[config.mk]
export PLATFORM = sky130hd
export DESIGN_NAME = cork_magazine
export DESIGN_NICKNAME = d
export VERILOG_FILES = /design/src/rtl/cork_magazine_pkg.sv /design/src/rtl/cork_magazine_timer.sv /design/src/rtl/cork_magazine.sv
export SDC_FILE = /design/constraint.sdc
export NUM_CORES = 1
export LEC_CHECK = 0
export ABC_CLOCK_PERIOD_IN_PS = 3700
export CAP_MARGIN = 20
export CORE_ASPECT_RATIO = 1.2
export CORE_UTILIZATION = 56
export CTS_CLUSTER_SIZE = 30
export DETAILED_ROUTE_END_ITERATION = 10
export GPL_ROUTABILITY_DRIVEN = 0
export GPL_TIMING_DRIVEN = 0
export PLACE_DENSITY_LB_ADDON = 0.3
export SLEW_MARGIN = 5
export SYNTH_ARGS = -nofsm -noshare
export SYNTH_HDL_FRONTEND = slang
export SYNTH_SLANG_ARGS = --single-unit
export TNS_END_PERCENT = 20
[constraint.sdc]
create_clock -name clk -period 3.7 [get_ports clk]
set_input_delay 0.37 -clock clk [delete_from_list [all_inputs] [get_ports clk]]
set_output_delay 0.37 -clock clk [all_outputs]
set_load 0.02 [all_outputs]
[src/rtl/cork_magazine_pkg.sv]
// Shared encodings and widths for the cork magazine controller and its timeout timer.
package cork_magazine_pkg;
   localparam int CORK_W = 8;
   localparam int TMR_W  = 16;

   typedef enum logic [1:0] {
      S_STOCK   = 2'b00,
      S_REFILL  = 2'b01,
      S_FAULT   = 2'b10,
      S_ILLEGAL = 2'b11
   } state_t;
endpackage

[src/rtl/cork_magazine_timer.sv]
// Saturating refill watchdog: counts cycles with no accepted cork, flags value == TIMEOUT-1.
module mag_timeout_timer
   import cork_magazine_pkg::*;
#(
   parameter int TIMEOUT = 1000
) (
   input  logic             clk,
   input  logic             reset,
   input  logic             clear,
   input  logic             run,
   output logic [TMR_W-1:0] value,
   output logic             expired
);
   localparam logic [TMR_W-1:0] L_LAST = TMR_W'(TIMEOUT - 1);

   logic [TMR_W-1:0] r_value;

   always_ff @(posedge clk or posedge reset) begin
      if (reset)
         r_value <= '0;
      else if (clear)
         r_value <= '0;
      else if (run && (r_value != '1))
         r_value <= r_value + TMR_W'(1);
   end

   assign value   = r_value;
   assign expired = (r_value == L_LAST);
endmodule

[src/rtl/cork_magazine.sv]
// Cork stock counter with feeder refill FSM and stall alarm; outputs decode from registers only.
// Optional usage/fault statistics ports when CORK_MAGAZINE_STATS_EN is defined.
module cork_magazine
   import cork_magazine_pkg::*;
#(
   parameter int MAX_CORKS = 200,
   parameter int LOW_LEVEL = 20,
   parameter int TIMEOUT   = 1000
) (
   input  logic              clk,
   input  logic              reset,
   input  logic              consume,
   input  logic              cork_in_valid,
   input  logic              alarm_clr,
   output logic [CORK_W-1:0] rolha,
   output logic              cork_in_ready,
   output logic              refill_req,
   output logic              low,
   output logic              empty,
`ifdef CORK_MAGAZINE_STATS_EN
   output logic [15:0]       total_used,
   output logic [7:0]        fault_count,
`endif
   output logic              alarm
);
   localparam logic [CORK_W-1:0] L_MAX = CORK_W'(MAX_CORKS);
   localparam logic [CORK_W-1:0] L_LOW = CORK_W'(LOW_LEVEL);

   state_t            r_state;
   state_t            w_state_nxt;
   logic [CORK_W-1:0] r_count;
   logic [CORK_W-1:0] w_count_nxt;
   logic              w_cork_acc;
   logic              w_cons_acc;
   logic              w_tmr_clear;
   logic              w_tmr_run;
   logic              w_tmr_expired;
   logic [TMR_W-1:0]  w_tmr_value;

   assign cork_in_ready = (r_state != S_STOCK) && (r_count < L_MAX);
   assign refill_req    = (r_state != S_STOCK);
   assign alarm         = (r_state == S_FAULT);
   assign low           = (r_count <= L_LOW);
   assign empty         = (r_count == '0);
   assign rolha         = r_count;

   assign w_cork_acc = cork_in_valid && cork_in_ready;
   assign w_cons_acc = consume && (r_count != '0);

   always_comb begin
      w_count_nxt = r_count;
      case ({w_cork_acc, w_cons_acc})
         2'b10:   w_count_nxt = r_count + CORK_W'(1);
         2'b01:   w_count_nxt = r_count - CORK_W'(1);
         default: w_count_nxt = r_count;
      endcase
   end

   always_comb begin
      w_state_nxt = r_state;
      case (r_state)
         S_STOCK:  if (r_count <= L_LOW) w_state_nxt = S_REFILL;
         // Reaching full wins over a simultaneous timeout.
         S_REFILL: begin
            if (w_count_nxt == L_MAX)
               w_state_nxt = S_STOCK;
            else if (w_tmr_expired && !w_cork_acc)
               w_state_nxt = S_FAULT;
         end
         S_FAULT:  if (w_cork_acc || alarm_clr) w_state_nxt = S_REFILL;
         default:  w_state_nxt = S_STOCK;
      endcase
   end

   // Timer restarts on any entry into REFILL and on each accepted cork while refilling.
   assign w_tmr_clear = ((w_state_nxt == S_REFILL) && (r_state != S_REFILL))
                     || ((r_state == S_REFILL) && w_cork_acc);
   assign w_tmr_run   = (r_state == S_REFILL) && !w_cork_acc;

   always_ff @(posedge clk or posedge reset) begin
      if (reset) begin
         r_state <= S_STOCK;
         r_count <= '0;
      end else begin
         r_state <= w_state_nxt;
         r_count <= w_count_nxt;
      end
   end

   mag_timeout_timer #(
      .TIMEOUT (TIMEOUT)
   ) u_timer (
      .clk     (clk),
      .reset   (reset),
      .clear   (w_tmr_clear),
      .run     (w_tmr_run),
      .value   (w_tmr_value),
      .expired (w_tmr_expired)
   );

`ifdef CORK_MAGAZINE_STATS_EN
   logic [15:0] r_total_used;
   logic [7:0]  r_fault_count;

   always_ff @(posedge clk or posedge reset) begin
      if (reset) begin
         r_total_used  <= '0;
         r_fault_count <= '0;
      end else begin
         if (w_cons_acc)
            r_total_used <= r_total_used + 16'd1;
         if ((r_state == S_REFILL) && (w_state_nxt == S_FAULT) && (r_fault_count != 8'hFF))
            r_fault_count <= r_fault_count + 8'd1;
      end
   end

   assign total_used  = r_total_used;
   assign fault_count = r_fault_count;
`endif
endmodule

==> flow_metrics.tcl <==
set metrics [dict create \
    cts-hold-fix-buffers 0 \
    grt_use_total_pct 25.62 \
    antennaDiodeCount 0 \
    slowest_stage "dfrtp_1" \
    fp.coreArea_um2 2890 \
    p_leak_uw 0.0008346 \
    ys_ff_latch 26 \
    reg2reg_depth 12 \
    yosys-top-cells-area "dfrtp_1 (37%), nor2_1 (6.2%), ha_1 (5.7%), xnor2_1 (4.5%), xor2_1 (3.5%)" \
    syn_area_um2 1755 \
    crit_arrival_ns 3.61 \
    synth-edff-count 0 \
    pwr-share-comb_pct 62.0 \
    portBuffers 17 \
    criticalPathCategory "reg -> reg" \
    ctsRootBufferMaster "clkbuf_4" \
    drt-initial-drc-count 35 \
    startpoint_type "flip-flop" \
    clock.fmax_mhz 294.0 \
    area_growth_syn_to_layout_pct 17.32 \
    setup_viol 0 \
    p_int_uw 877.4 \
    status "completed" \
    finalPower_uw 1626 \
    p_sw_share_pct 46.04 \
    startpoint "rolha[5]" \
    grt_max_degree 27 \
    ys_seq_area_share_pct 37.06 \
    pwr-share-clk_pct 8.7 \
    cts_buffer_depth 2 \
    grt_first_pass_wirelength_mm 6.582 \
    final-max-slew-violation-count 0 \
    place_worst_setup_slack_ns 0.06008 \
    drc_errors 0 \
    cp-endpoint "r_state[0]" \
    nFillCells 220 \
    syn_avg_cell_area_um2 9.049 \
    top_layer_used "met4" \
    tightest_slew_ns 0.4272 \
    cts_tree "done" \
    seq_power_share_pct 29.2 \
    crit_chain "o311ai_4 -> nand2_1 -> nor2_1 -> inv_1 -> ha_1 -> ha_1 -> a211oi_1 -> o211ai_1 -> o211ai_1 -> o2111a_1 -> nor4b_2 -> o32ai_1" \
    htreeDepth 1 \
    synth_top_area_cell "dfrtp_1" \
    skew_ns 0.01672 \
    hold_class "in -> async" \
    timing.rr.start "rolha[5]" \
    grt_setup_unrepaired "no" \
    dr_wl_met3_um 64 \
    async_flop_share_pct 100.0 \
    die-area_um2 3363 \
    num_io_pins 18 \
    slowest_delay_ns 0.48 \
    wl_met2_mm 2.147 \
    switching_power_uw 748.7 \
    endpoint_kind "flip-flop" \
    hold_viol 0 \
    nets 231 \
    finalCriticalPeriod_ns 3.401 \
    r2r_slack_ns 0.30 \
    layout_setup_ws_ns 0.2987 \
    required_ns 3.91 \
    synthDistinctLibCells 48 \
    num_vias 1502 \
    path_clk_slew_ns 0.15 \
    path_max_fanout 11 \
    fin_crit_sh_pct 91.93 \
    vias_per_cell 6.008 \
    finalSetupTns_ns 0 \
    max_slew_margin_pct 71.52 \
    clk_latency_ns 0.32 \
    syn-num-nets 208 \
    dr.pass1.iters 4 \
    synth_top_area_share_pct 37.06 \
    drive_above_1_share_pct 9.722 \
    die_h_um 63.33 \
    synth-main-ff-cell "dfrtp_1" \
    critPathTopFamily "compound AO/OA/AOI/OAI gates" \
    reg2reg_to "r_state[0]" \
    drv_cap 0 \
    synthCells 194 \
    fin_util_pct 71.26 \
    cellPowerDensity_nw_per_um2 789.6 \
    grt_pass1_vias 1555 \
    initial_core_util_pct 60.74 \
    ant_nets 0 \
    wl_mm 3.827 \
    antenna_found_initial 0 \
    row_count 21 \
    ir_drop_mv 0.6372 \
    wl_per_cell_um 15.31 \
    grt_overflow 0 \
    cts.sinks 26 \
    wl_met1_mm 1.566 \
    die-width_um 53.11 \
    crit_buf_inv 1 \
    cts_buffers 3 \
    synth_warnings 0 \
    hpwl_mm 2.918 \
    critical_path_depth 12 \
]
worst reg2reg max path: cells and delay by family (launching register included):
| family | cells | cell delay (ns) |
|---|---|---|
| fa+ha+maj | 2 | 0.72 |
| simple gates | 3 | 0.58 |
| buf+inv | 1 | 0.07 |
| compound gates | 6 | 1.45 |
| flops | 1 | 0.48 |
cells by family (layout without fill, tap and decap cells):
kind of cell / Yosys count / in the layout / share of synthesized area, %
compound gates: 41 / 41 / 16.82
xor+xnor: 16 / 16 / 7.983
fa+ha+maj: 9 / 9 / 6.843
buf+inv: 10 / 32 / 2.352
flops: 26 / 26 / 37.06
mux: 2 / 2 / 1.212
simple gates: 90 / 90 / 27.73
repair_timing:
action | 4_1_cts | 5_1_grt
setup endpoints to repair | 0 | 2
resized for setup | 0 | 5
setup buffers | 0 | 0
layout make-up:
cell class,instances,area [um2],area share [%]
tap,34,42.54,2.066
inverter,7,26.28,1.276
multi-input combinational,158,1091,52.98
sequential,26,650.6,31.59
buffer,3,15.01,0.7290
clock buffer,4,36.28,1.762
timing repair buffer,18,197.7,9.599
per-layer routing:
| layer | vias to the layer above | GRT usage (%) |
|---|---|---|
| met3 | 4 | 2.899 |
| li1 | 750 | - |
| met2 | 20 | 47.31 |
| met4 | 0 | 9.539 |
| met5 | - | 0 |
| met1 | 728 | 28.64 |
worst min-delay path by stage:
stage and endpoint:
2_1_floorplan r_state[0], 3_3_place_gp u_timer.value[0], 3_5_place_dp u_timer.value[0], 4_1_cts u_timer.value[0], 5_1_grt u_timer.value[11], 6_report u_timer.value[11]
through the flow:
step / std cells / hold slack (ns) / cell area (um2)
floorplan: 194 / 0.4100 / 1755
global placement: 245 / 0.4902 / 1968
detailed placement: 245 / 0.5233 / 1968
CTS: 249 / 0.5425 / 2004
global route: 250 / 0.2415 / 2059
finish: 250 / 0.2393 / 2059
synth_stat cells, types with 4 or more instances:
master / number
dfrtp_1: 26
a21oi_1: 5
xor2_1: 7
nor2_1: 29
nand3_1: 8
and3_1: 4
nand2b_1: 5
ha_1: 8
nor3_1: 5
o211ai_1: 4
xnor2_1: 9
nand2_1: 12
nor2b_1: 5
nand4_1: 4
o21ai_0: 10
inv_1: 7
registers in the layout (all words and copies together) (netlist names):
| signal | cells |
|---|---|
| r_state | 2 |
| u_timer.value | 16 |
| rolha | 8 |
power by group through the flow:
stage | clock [uW] | sequential [uW] | combinational [uW]
2_1_floorplan | 0 | 494 | 655
3_3_place_gp | 0 | 459 | 938
3_5_place_dp | 0 | 464 | 978
4_1_cts | 144 | 459 | 983
5_1_grt | 162 | 489 | 1120
6_report | 142 | 475 | 1010
cell usage in the layout, fill, tap and decap left out, types with 2 or more instances in the layout:
cell type,Yosys,layout
a211oi_1,3,2
a21oi_1,5,5
and2_1,3,3
and3_1,4,4
buf_2,3,3
clkbuf_4,0,3
clkdlybuf4s50_1,0,17
dfrtp_1,26,26
ha_1,8,6
ha_2,0,2
inv_1,7,7
nand2_1,12,12
nand2b_1,5,5
nand3_1,8,8
nand4_1,4,4
nor2_1,29,29
nor2b_1,5,5
nor3_1,5,5
nor3b_1,3,3
nor4_1,2,2
nor4b_1,2,2
o211ai_1,4,4
o21a_1,2,2
o21ai_0,10,10
o21bai_1,3,3
o32ai_1,2,2
xnor2_1,9,9
xor2_1,7,7
(Power assumes the default switching activity.)
==> edit, RTL diff (config.mk and constraints unchanged) <==
Encoding of `state_t`: now one-hot (4 bits for 4 states).
--- a/src/rtl/cork_magazine_pkg.sv
+++ b/src/rtl/cork_magazine_pkg.sv
@@ -5,7 +5,7 @@
 
-   typedef enum logic [1:0] {
-      S_STOCK   = 2'b00,
-      S_REFILL  = 2'b01,
-      S_FAULT   = 2'b10,
-      S_ILLEGAL = 2'b11
+   typedef enum logic [3:0] {
+      S_STOCK   = 4'b0001,
+      S_REFILL  = 4'b0010,
+      S_FAULT   = 4'b0100,
+      S_ILLEGAL = 4'b1000
    } state_t;
Check against the original RTL: no difference found for any inputs over 10 cycles, from zero or initial values and one cycle with reset high; not proved beyond that.
==> edit against the unedited design <==
- worst hold slack better by 36 ps
- design area grew 6.7%
- wire length rose by 11%
- sequential cell count increased by 2
- setup slack worse by 51 ps
- final cell count unchanged
- critical path type unchanged
- maximum frequency is 1.5% lower
- synthesized area up 6.1%
- clock skew down 4.5 ps
- total power down 12%
- highest routed layer unchanged
- die area grew 5.9%
- global-route usage is 0.71 points higher
==> edit: results <==
status:
  outcome: "finished, final reports clean"
global_route:
  grt_use_total: 0.263
  met1_usage: 0.320
  met2_usage: 0.438
  gr-usage-met3: 0.0440
  grt_max_degree: 29
  grt_pass1_wl_um: 6920
drt:
  drtIter0Drc: 63
  drt-total-wl_um: 4230
  num_vias: 1577
  wire_per_inst_um: 16.9
pwr:
  sw_frac_of_total: 0.417
  power_leakage_uw: 0.000986
  ir_drop_mv: 0.482
sta:
  hold_viol: 0
  clock_skew_ps: 12.2
  relSlewSlack: 0.667
yosys:
  synth_compound_area_frac: 0.143
  seq_area_frac_synth: 0.377
  synth_area_leaders: "dfrtp_1 (36%), xor2_1 (6.6%), ha_1 (5.4%), nor2_1 (5.0%), nor4b_4 (2.6%)"
  ys_types: 51
  synth.area.mux_share: 0.0188
  synth_common_cells: "dfrtp_1 (27), nor2_1 (25), xor2_1 (14)"
  syn_inst: 190
  synthXorXnorAreaFrac: 0.0752
  synth_nets: 204
setup_path:
  worstPathArrival_ps: 3700
  slowest_delay_ps: 550
  cpMaxStageDelayCell: "or4_1"
  cp_max_fo: 9
  cpLargestDelayFamily: "simple AND/OR/NAND/NOR gates"
cts:
  cts-root-buf: "clkbuf_4"
  clk_pin_slew_ps: 160
cells_and_area:
  final_nets: 229
  final_layout_size_suffix_gt1_frac: 0.131
-- edit: cell count changes after synthesis, moves of 3 or more --
cell	before	now
xor2_1	7	14
buf_2	3	0
nor2b_1	5	2
o21ai_0	10	4
buf_4	0	3
xnor2_1	9	2
nand2_1	12	9
nor2_1	29	25
nand4_1	4	7
o21bai_1	3	0
-- edit: worst paths after layout --
path / start / to / slack (ps) / depth (start not counted)
max: rolha[4] / r_state[2] / 250 / 11
min: reset / u_timer.value[10] / 280 / 2
max reg2reg: rolha[4] / r_state[2] / 250 / 11
min reg2reg: u_timer.value[1] / u_timer.value[1] / 580 / 2
max in group asynchronous: reset / r_state[0] / 2930 / 3
min in group clk: u_timer.value[1] / u_timer.value[1] / 580 / 2
-- edit: cell families (layout without fill, tap and decap cells) --
family	count (synthesis)	after routing
simple gates	89	89
compound gates	33	33
flops	28	28
xor+xnor	16	16
buf+inv	11	35
fa+ha+maj	9	9
mux	3	3
other cells	1	1
-- edit: what timing repair did --
| action | 4_1_cts | 5_1_grt |
|---|---|---|
| endpoints found under the setup margin | 1 | 2 |
| setup buffers | 0 | 2 |
| resized for setup | 1 | 3 |
-- edit: area by class of cell --
type | count | area, um2
Multi-Input combinational cell | 151 | 1120
Fill cell | 245 | 913
Sequential cell | 28 | 702
Timing Repair Buffer | 20 | 213
Tap cell | 36 | 45.0
Buffer | 4 | 33.8
Clock inverter | 1 | 30.0
Inverter | 7 | 26.3
Clock buffer | 3 | 22.5
-- edit: through the flow --
stage          cell area [um2]  worst slack [ps]
5_1_grt                   2200              80.2
3_5_place_dp              2080             -56.9
6_report                  2200               248
2_1_floorplan             1870               192
4_1_cts                   2140               128
3_3_place_gp              2080              29.9
-- edit: metal layers --
metal,routed length (um),part of all wire
met5,0,0
met4,87,0.021
met3,93,0.022
met2,2300,0.54
met1,1750,0.41
-- edit: worst reg2reg max path, delay by kind of cell (launching register included) --
family | cells | cell delay [ps]
AND/OR/NAND/NOR | 4 | 1030
flip-flops | 1 | 470
multiplexers | 1 | 310
AO/OA/AOI/OAI | 4 | 840
adder cells (fa/ha/maj) | 2 | 710
-- edit: power groups by stage --
stage | sequential (uW) | combinational [uW] | clock [uW]
global placement | 439 | 726 | 0
CTS | 436 | 764 | 203
finish | 437 | 790 | 201
detailed placement | 443 | 758 | 0
floorplan | 479 | 489 | 0
global route | 445 | 870 | 215
